<file path="src/rtl/secded_pkg.sv">
`default_nettype none
// ============================================================================
// Module   : secded_pkg
// Purpose  : Shared helpers and types for the extended-Hamming SEC-DED blocks.
// Revision : 1.0 - initial parametrised release
// ============================================================================
package secded_pkg;

    typedef enum logic [1:0] {
        CLEAN = 2'd0,
        CORR  = 2'd1,
        FATAL = 2'd2
    } dec_res_e;

    // Number of Hamming check bits needed to cover data_w data bits.
    function automatic int calc_p(input int data_w);
        int p = 1;
        while ((1 << p) < (data_w + p + 1)) p++;
        return p;
    endfunction

    function automatic bit is_pow2(input int x);
        return (x > 0) && ((x & (x - 1)) == 0);
    endfunction

    // Hamming position of data bit idx: the idx-th non-power-of-two position.
    function automatic int data_pos(input int idx);
        int pos = 1;
        int cnt = -1;
        while (cnt < idx) begin
            pos++;
            if (!is_pow2(pos)) cnt++;
        end
        return pos;
    endfunction

endpackage
`default_nettype wire

</file>
<file path="src/rtl/secded_syndrome.sv">
`default_nettype none
// ============================================================================
// Module   : secded_syndrome
// Purpose  : Combinational syndrome (S) and overall parity (G) of a codeword.
// Revision : 1.0 - initial parametrised release
// ============================================================================
module secded_syndrome #(
    parameter int CODE_W = 137,
    parameter int P      = 8
) (
    input  logic [CODE_W-1:0] code_i,
    output logic [P-1:0]      syn_o,
    output logic              par_o
);

    always_comb begin
        syn_o = '0;
        for (int k = 0; k < CODE_W - 1; k++) begin
            if (code_i[k]) syn_o = syn_o ^ P'(k + 1);
        end
        par_o = ^code_i;
    end

endmodule
`default_nettype wire

</file>
<file path="src/rtl/secded_dec_pipe.sv">
`default_nettype none
// ============================================================================
// Module   : secded_dec_pipe
// Purpose  : 2-stage valid/ready SEC-DED decoder with saturating event counters.
//            Define SECDED_ERR_LOG_EN to add the sticky first-error log.
// Revision : 1.0 - initial parametrised release
// ============================================================================
module secded_dec_pipe
    import secded_pkg::*;
#(
    parameter  int DATA_W = 128,
    parameter  int CNT_W  = 16,
    localparam int P      = calc_p(DATA_W),
    localparam int CODE_W = DATA_W + P + 1
) (
    input  logic              clk,
    input  logic              reset_n,
    input  logic              i_valid,
    output logic              o_ready,
    input  logic [CODE_W-1:0] i_code,
    output logic              o_valid,
    input  logic              i_ready,
    output logic [DATA_W-1:0] o_data,
    output logic [P-1:0]      o_syndrome,
    output logic              o_err_corr,
    output logic              o_err_detec,
    output logic              o_err_fatal,
    input  logic              i_cnt_clr,
`ifdef SECDED_ERR_LOG_EN
    output logic              o_log_valid,
    output logic [P-1:0]      o_log_syndrome,
    output logic              o_log_fatal,
    input  logic              i_log_clr,
`endif
    output logic [CNT_W-1:0]  o_corr_cnt,
    output logic [CNT_W-1:0]  o_fatal_cnt
);

    logic [P-1:0]      syn_in;
    logic              par_in;
    logic [DATA_W-1:0] raw_data;
    logic [DATA_W-1:0] fix_data;
    dec_res_e          dec_res;

    logic              s1_valid_q;
    logic [DATA_W-1:0] s1_data_q;
    logic [P-1:0]      s1_syn_q;
    logic              s1_par_q;

    logic              s2_valid_q;
    logic [DATA_W-1:0] s2_data_q;
    logic [P-1:0]      s2_syn_q;
    logic              s2_corr_q;
    logic              s2_fatal_q;

    logic [CNT_W-1:0]  corr_cnt_q,  corr_cnt_d;
    logic [CNT_W-1:0]  fatal_cnt_q, fatal_cnt_d;

    logic s2_free, in_xfer, out_xfer;

    assign s2_free  = !s2_valid_q || i_ready;
    assign o_ready  = !s1_valid_q || s2_free;
    assign in_xfer  = i_valid && o_ready;
    assign out_xfer = s2_valid_q && i_ready;

    secded_syndrome #(
        .CODE_W (CODE_W),
        .P      (P)
    ) u_syndrome (
        .code_i (i_code),
        .syn_o  (syn_in),
        .par_o  (par_in)
    );

    // Only data bits are carried forward; check bits matter solely through S.
    for (genvar i = 0; i < DATA_W; i++) begin : g_data
        localparam int POS = data_pos(i);
        assign raw_data[i] = i_code[POS-1];
        assign fix_data[i] = s1_data_q[i] ^ ((dec_res == CORR) && (s1_syn_q == P'(POS)));
    end

    always_comb begin
        dec_res = CLEAN;
        if (s1_par_q) begin
            if (int'(s1_syn_q) <= CODE_W - 1) dec_res = CORR;
            else                              dec_res = FATAL;
        end else if (s1_syn_q != '0) begin
            dec_res = FATAL;
        end
    end

    always_ff @(posedge clk or negedge reset_n) begin
        if (!reset_n) begin
            s1_valid_q <= 1'b0;
            s1_data_q  <= '0;
            s1_syn_q   <= '0;
            s1_par_q   <= 1'b0;
        end else begin
            if (o_ready) s1_valid_q <= i_valid;
            if (in_xfer) begin
                s1_data_q <= raw_data;
                s1_syn_q  <= syn_in;
                s1_par_q  <= par_in;
            end
        end
    end

    always_ff @(posedge clk or negedge reset_n) begin
        if (!reset_n) begin
            s2_valid_q <= 1'b0;
            s2_data_q  <= '0;
            s2_syn_q   <= '0;
            s2_corr_q  <= 1'b0;
            s2_fatal_q <= 1'b0;
        end else if (s2_free) begin
            s2_valid_q <= s1_valid_q;
            if (s1_valid_q) begin
                s2_data_q  <= fix_data;
                s2_syn_q   <= s1_syn_q;
                s2_corr_q  <= (dec_res == CORR);
                s2_fatal_q <= (dec_res == FATAL);
            end
        end
    end

    // Clear takes priority, so a same-cycle event is intentionally lost.
    always_comb begin
        corr_cnt_d  = corr_cnt_q;
        fatal_cnt_d = fatal_cnt_q;
        if (i_cnt_clr) begin
            corr_cnt_d  = '0;
            fatal_cnt_d = '0;
        end else if (out_xfer) begin
            if (s2_corr_q && (corr_cnt_q != '1))   corr_cnt_d  = corr_cnt_q + CNT_W'(1);
            if (s2_fatal_q && (fatal_cnt_q != '1)) fatal_cnt_d = fatal_cnt_q + CNT_W'(1);
        end
    end

    always_ff @(posedge clk or negedge reset_n) begin
        if (!reset_n) begin
            corr_cnt_q  <= '0;
            fatal_cnt_q <= '0;
        end else begin
            corr_cnt_q  <= corr_cnt_d;
            fatal_cnt_q <= fatal_cnt_d;
        end
    end

`ifdef SECDED_ERR_LOG_EN
    logic         log_valid_q;
    logic [P-1:0] log_syn_q;
    logic         log_fatal_q;

    always_ff @(posedge clk or negedge reset_n) begin
        if (!reset_n) begin
            log_valid_q <= 1'b0;
            log_syn_q   <= '0;
            log_fatal_q <= 1'b0;
        end else if (i_log_clr) begin
            log_valid_q <= 1'b0;
            log_syn_q   <= '0;
            log_fatal_q <= 1'b0;
        end else if (!log_valid_q && out_xfer && (s2_corr_q || s2_fatal_q)) begin
            log_valid_q <= 1'b1;
            log_syn_q   <= s2_syn_q;
            log_fatal_q <= s2_fatal_q;
        end
    end

    assign o_log_valid    = log_valid_q;
    assign o_log_syndrome = log_syn_q;
    assign o_log_fatal    = log_fatal_q;
`endif

    assign o_valid     = s2_valid_q;
    assign o_data      = s2_data_q;
    assign o_syndrome  = s2_syn_q;
    assign o_err_corr  = s2_corr_q;
    assign o_err_fatal = s2_fatal_q;
    assign o_err_detec = s2_corr_q || s2_fatal_q;
    assign o_corr_cnt  = corr_cnt_q;
    assign o_fatal_cnt = fatal_cnt_q;

endmodule
`default_nettype wire

</file>
<file path="config.mk">
export PLATFORM = sky130hd
export DESIGN_NAME = secded_dec_pipe
export DESIGN_NICKNAME = d
export VERILOG_FILES = /design/src/rtl/secded_pkg.sv /design/src/rtl/secded_syndrome.sv /design/src/rtl/secded_dec_pipe.sv
export SDC_FILE = /design/constraint.sdc
export NUM_CORES = 1
export LEC_CHECK = 0
export BUFFER_PORTS_ARGS = -buffer_cell sky130_fd_sc_hd__clkbuf_2
export CORE_AREA = 2 2 204 206
export CTS_CLUSTER_SIZE = 8
export DETAILED_ROUTE_END_ITERATION = 7
export DIE_AREA = 0 0 206 208
export PLACE_DENSITY = 0.65
export RECOVER_POWER = 100
export SLEW_MARGIN = 20
export SYNTH_ARGS = -nofsm -noshare
export SYNTH_HDL_FRONTEND = slang
export SYNTH_SLANG_ARGS = --single-unit
</file>
<file path="constraint.sdc">
create_clock -name clk -period 2.1 [get_ports clk]
set_input_delay 0.105 -clock clk [delete_from_list [all_inputs] [get_ports clk]]
set_output_delay 0.105 -clock clk [all_outputs]
set_load 0.02 [all_outputs]
</file>
==> flow_summary.toml <==
[outcome]
status = "complete, but fails checks"
violations = "negative setup slack"

[detailed_routing]
wl_per_cell_um = 20.77
firstDrtPassIters = 5
antenna_left = 0
dr.first_iter.drc_count = 966
vias = 13450
viasPerCell = 5.031
routed_wl_mm = 55.52
drc = 0

[placed_design]
post-place-cells = 2498
dp_hpwl_mm = 41.02
portBuffers = 314
dp_slack_ns = -0.3220
gp_congestion = 0.9853

[worst_hold_path]
min_from = "i_code[38]"
hold_end = "s1_data_q[32]"
min_path_type = "in -> reg"
holdPathStages = 3

[floorplanning]
boundaryPins = 315
chipHeight_um = 208
rows = 74
core_um2 = 40550
dieWidth_um = 206
start_util = 0.3974
dieArea_um2 = 42850

[clock_network]
root_buffer = "clkbuf_16"
cts_tree = "yes"
clk_latency_ns = 0.55
cts_buffers = 44
cts_buffer_depth = 3
htreeDepth = 2
clkTransAtPathRegs_ns = 0.05
cts.sinks = 309

[critical_path]
crit_required_ns = 2.53
timing.rr.start = "s1_syn_q[0]"
timing.rr.end = "o_data[42]"
critPathCaptureType = "flip-flop"
ff2ff_setup_slack_ns = 0.09
critPathSlowestCell = "dlygate4sd3_1"
crit_fanout = 2
ff2ff_path_depth = 7
start_kind = "primary input"
cp_common_cell = "xnor2_1"
crit_family = "XOR/XNOR gates"
worstPathArrival_ns = 2.54
crit_type = "in -> reg"
crit_path_max_incr_delay_ns = 0.55
cp_cell_sequence = "dlygate4sd3_1 > clkbuf_2 > xor2_1 > buf_4 > xnor2_1 > xnor2_1 > xnor2_1 > xnor2_1 > xnor3_1 > mux2_2"
worst-path-buf-inv = 3

[synthesis]
syn_nets = 1668
yosysSeqAreaShare = 0.4798
synth_area_um2 = 16120
synth.most_common_cell = "dfrtp_1"
synth.distinct_cells = 34
ys_top_cells_by_area = "dfrtp_1 48%, xnor2_1 16%, mux2_2 9.1%, nand2_1 5.6%, xor2_1 5.2%"
yosys.area.top_type = "dfrtp_1"
synth_common_cells = "309 x dfrtp_1, 293 x xnor2_1, 239 x nand2_1"
synth_edf_count = 0
yosys_register_bits = 309
syn-instance-count = 1524
syn_avg_cell_area_um2 = 10.57
ys_async_sr_fraction = 1.000
yosys.area.top_type_share = 0.4798
ys_warn_count = 0
ys.flop_type = "dfrtp_1"

[timing]
slew_violations = 0
period_share = 1.007
setup_viol = 1
clock_skew_ns = 0.01476
rsz0062_at_grt = "yes"
hold_violations = 0
fin_crit_ns = 2.115
worst_slack_ns = -0.01513
fmax_mhz = 472.8
relSlewSlack = 0.2629
worstMarginPinSlew_ns = 1.106

[power_and_ir_drop]
p_leak_nw = 9.286
p_int_w = 0.01512
netSwitchingFraction = 0.3530
clkPwrFrac = 0.269
finalPower_w = 0.02337
p_switching_w = 0.008249
powerDensity_nw_per_um2 = 1070
seqPwrFrac = 0.345
power.share.combinational = 0.386
ir_drop_mv = 0.7146

[global_routing]
grt_util_met2 = 0.4101
use_met1 = 0.3397
grt_antenna_before_repair = 4
busiest_layer = "met2"
grt-ovfl-total = 0
grt_max_degree = 95
grt_pass1_vias = 13590
grtUsageMet3 = 0.04590
grt_pass1_wl_mm = 82.05
grt_use_total = 0.2572

[cells_and_area]
fillers = 3688
multi_input_area_um2 = 8260
fin_nets = 2280
stdcell_count = 2673
drive_above_1_share = 0.2433
utilization = 0.5386
syn2layout_area_growth_pct = 35.53
regArea_um2 = 7732

[job]
maxCapViolations = 0
==> power groups by stage <==
| stage | Sequential [W] | Combinational, W | Clock [W] |
|---|---|---|---|
| 2_1_floorplan | 0.00855 | 0.00478 | 0 |
| 3_3_place_gp | 0.00808 | 0.00883 | 0 |
| 3_5_place_dp | 0.00814 | 0.00890 | 0 |
| 4_1_cts | 0.00805 | 0.00914 | 0.00640 |
| 5_1_grt | 0.00818 | 0.00968 | 0.00666 |
| 6_report | 0.00806 | 0.00902 | 0.00629 |
==> worst reg2reg max path, delay by kind of cell, from the launching register on <==
kind,cells,cell delay (ns)
flip-flops,1,0.69
AO/OA/AOI/OAI,1,0.10
AND/OR/NAND/NOR,3,0.59
buffers and inverters,2,0.35
XOR/XNOR,1,0.15
==> registers in the layout (all words and copies together), names as in the netlist <==
signal and count:
o_valid 1, s1_syn_q 8, o_fatal_cnt 16, s1_valid_q 1
s1_par_q 1, s1_data_q 128, o_data 128, o_err_corr 1
o_err_fatal 1, o_syndrome 8, o_corr_cnt 16
==> worst max-delay path by stage <==
stage,startpoint,to,slack [ns],cells after the start
after global routing,i_code[67],s1_par_q,-0.05,10
after CTS,i_code[24],s1_par_q,0.002,8
after detailed placement,i_code[103],s1_par_q,-0.32,8
after global placement,i_code[60],s1_par_q,-0.26,8
after floorplan,o_valid,s1_data_q[0],-0.07,5
final,i_code[4],s1_syn_q[2],-0.02,10
==> cell type report <==
class	count	area share
multi-input cells	1147	0.3782
flip-flops and latches	309	0.3540
repair buffers	633	0.1843
clock buffers	47	0.05236
well taps	532	0.03048
diodes	4	0.0004583
inverters	1	0.0001719
==> cell families after synthesis <==
logic type | after synthesis | share of synthesized area
xor gates and xnor gates | 414 | 0.2471
adders and majority gates | 2 | 0.001553
buffers and inverters | 68 | 0.01584
muxes | 132 | 0.09208
and+or+nand+nor | 452 | 0.1172
AOI/OAI and AO/OA | 147 | 0.04643
DFF | 309 | 0.4798
==> placed cells by master (no fill, tap or decap), drive strengths merged <==
master | Yosys | layout
a21oi | 2 | 2
a31oi | 3 | 3
and2 | 1 | 1
and3 | 7 | 7
and4 | 5 | 5
buf | 3 | 157
clkbuf | 64 | 398
dfrtp | 309 | 309
diode | 0 | 4
dlygate4sd3 | 0 | 124
dlymetal6s4s | 0 | 1
ha | 2 | 2
inv | 1 | 1
mux2 | 130 | 130
mux2i | 2 | 2
nand2 | 239 | 239
nand2b | 10 | 10
nand3 | 23 | 23
nand3b | 2 | 2
nand4 | 10 | 10
nor2 | 126 | 126
nor2b | 11 | 11
nor3 | 10 | 10
nor4 | 3 | 3
o21ai | 139 | 139
o21bai | 1 | 1
o31a | 1 | 1
o31ai | 1 | 1
or2 | 2 | 2
or3 | 3 | 3
xnor2 | 294 | 294
xnor3 | 23 | 23
xor2 | 95 | 95
xor3 | 2 | 2
==> per-layer routing <==
layer / part of all wire / vias up / wire [um]
met4: 0.048 / 0 / 2664
met2: 0.47 / 562 / 25840
met3: 0.076 / 143 / 4242
met1: 0.41 / 6532 / 22780
li1: - / 6210 / -
met5: 0 / - / 0
==> repair_timing <==
item | 4_1_cts | 5_1_grt
hold endpoints to repair | 184 | 0
setup endpoints to repair | 0 | 12
hold buffers | 125 | 0
gates resized for setup | 0 | 20
buffers inserted | 0 | 0
==> stage by stage <==
step	TNS [ns]	hold slack, ns	cell area, um^2
global route	-0.3169	0.03886	21840
floorplan	-2.874	-0.1906	16120
detailed placement	-1.179	0.1602	19740
CTS	0	0.004777	22140
global placement	-0.9779	0.1639	19740
finish	-0.01513	0.03505	21840
No activity file was read; power rests on OpenSTA's default activity.
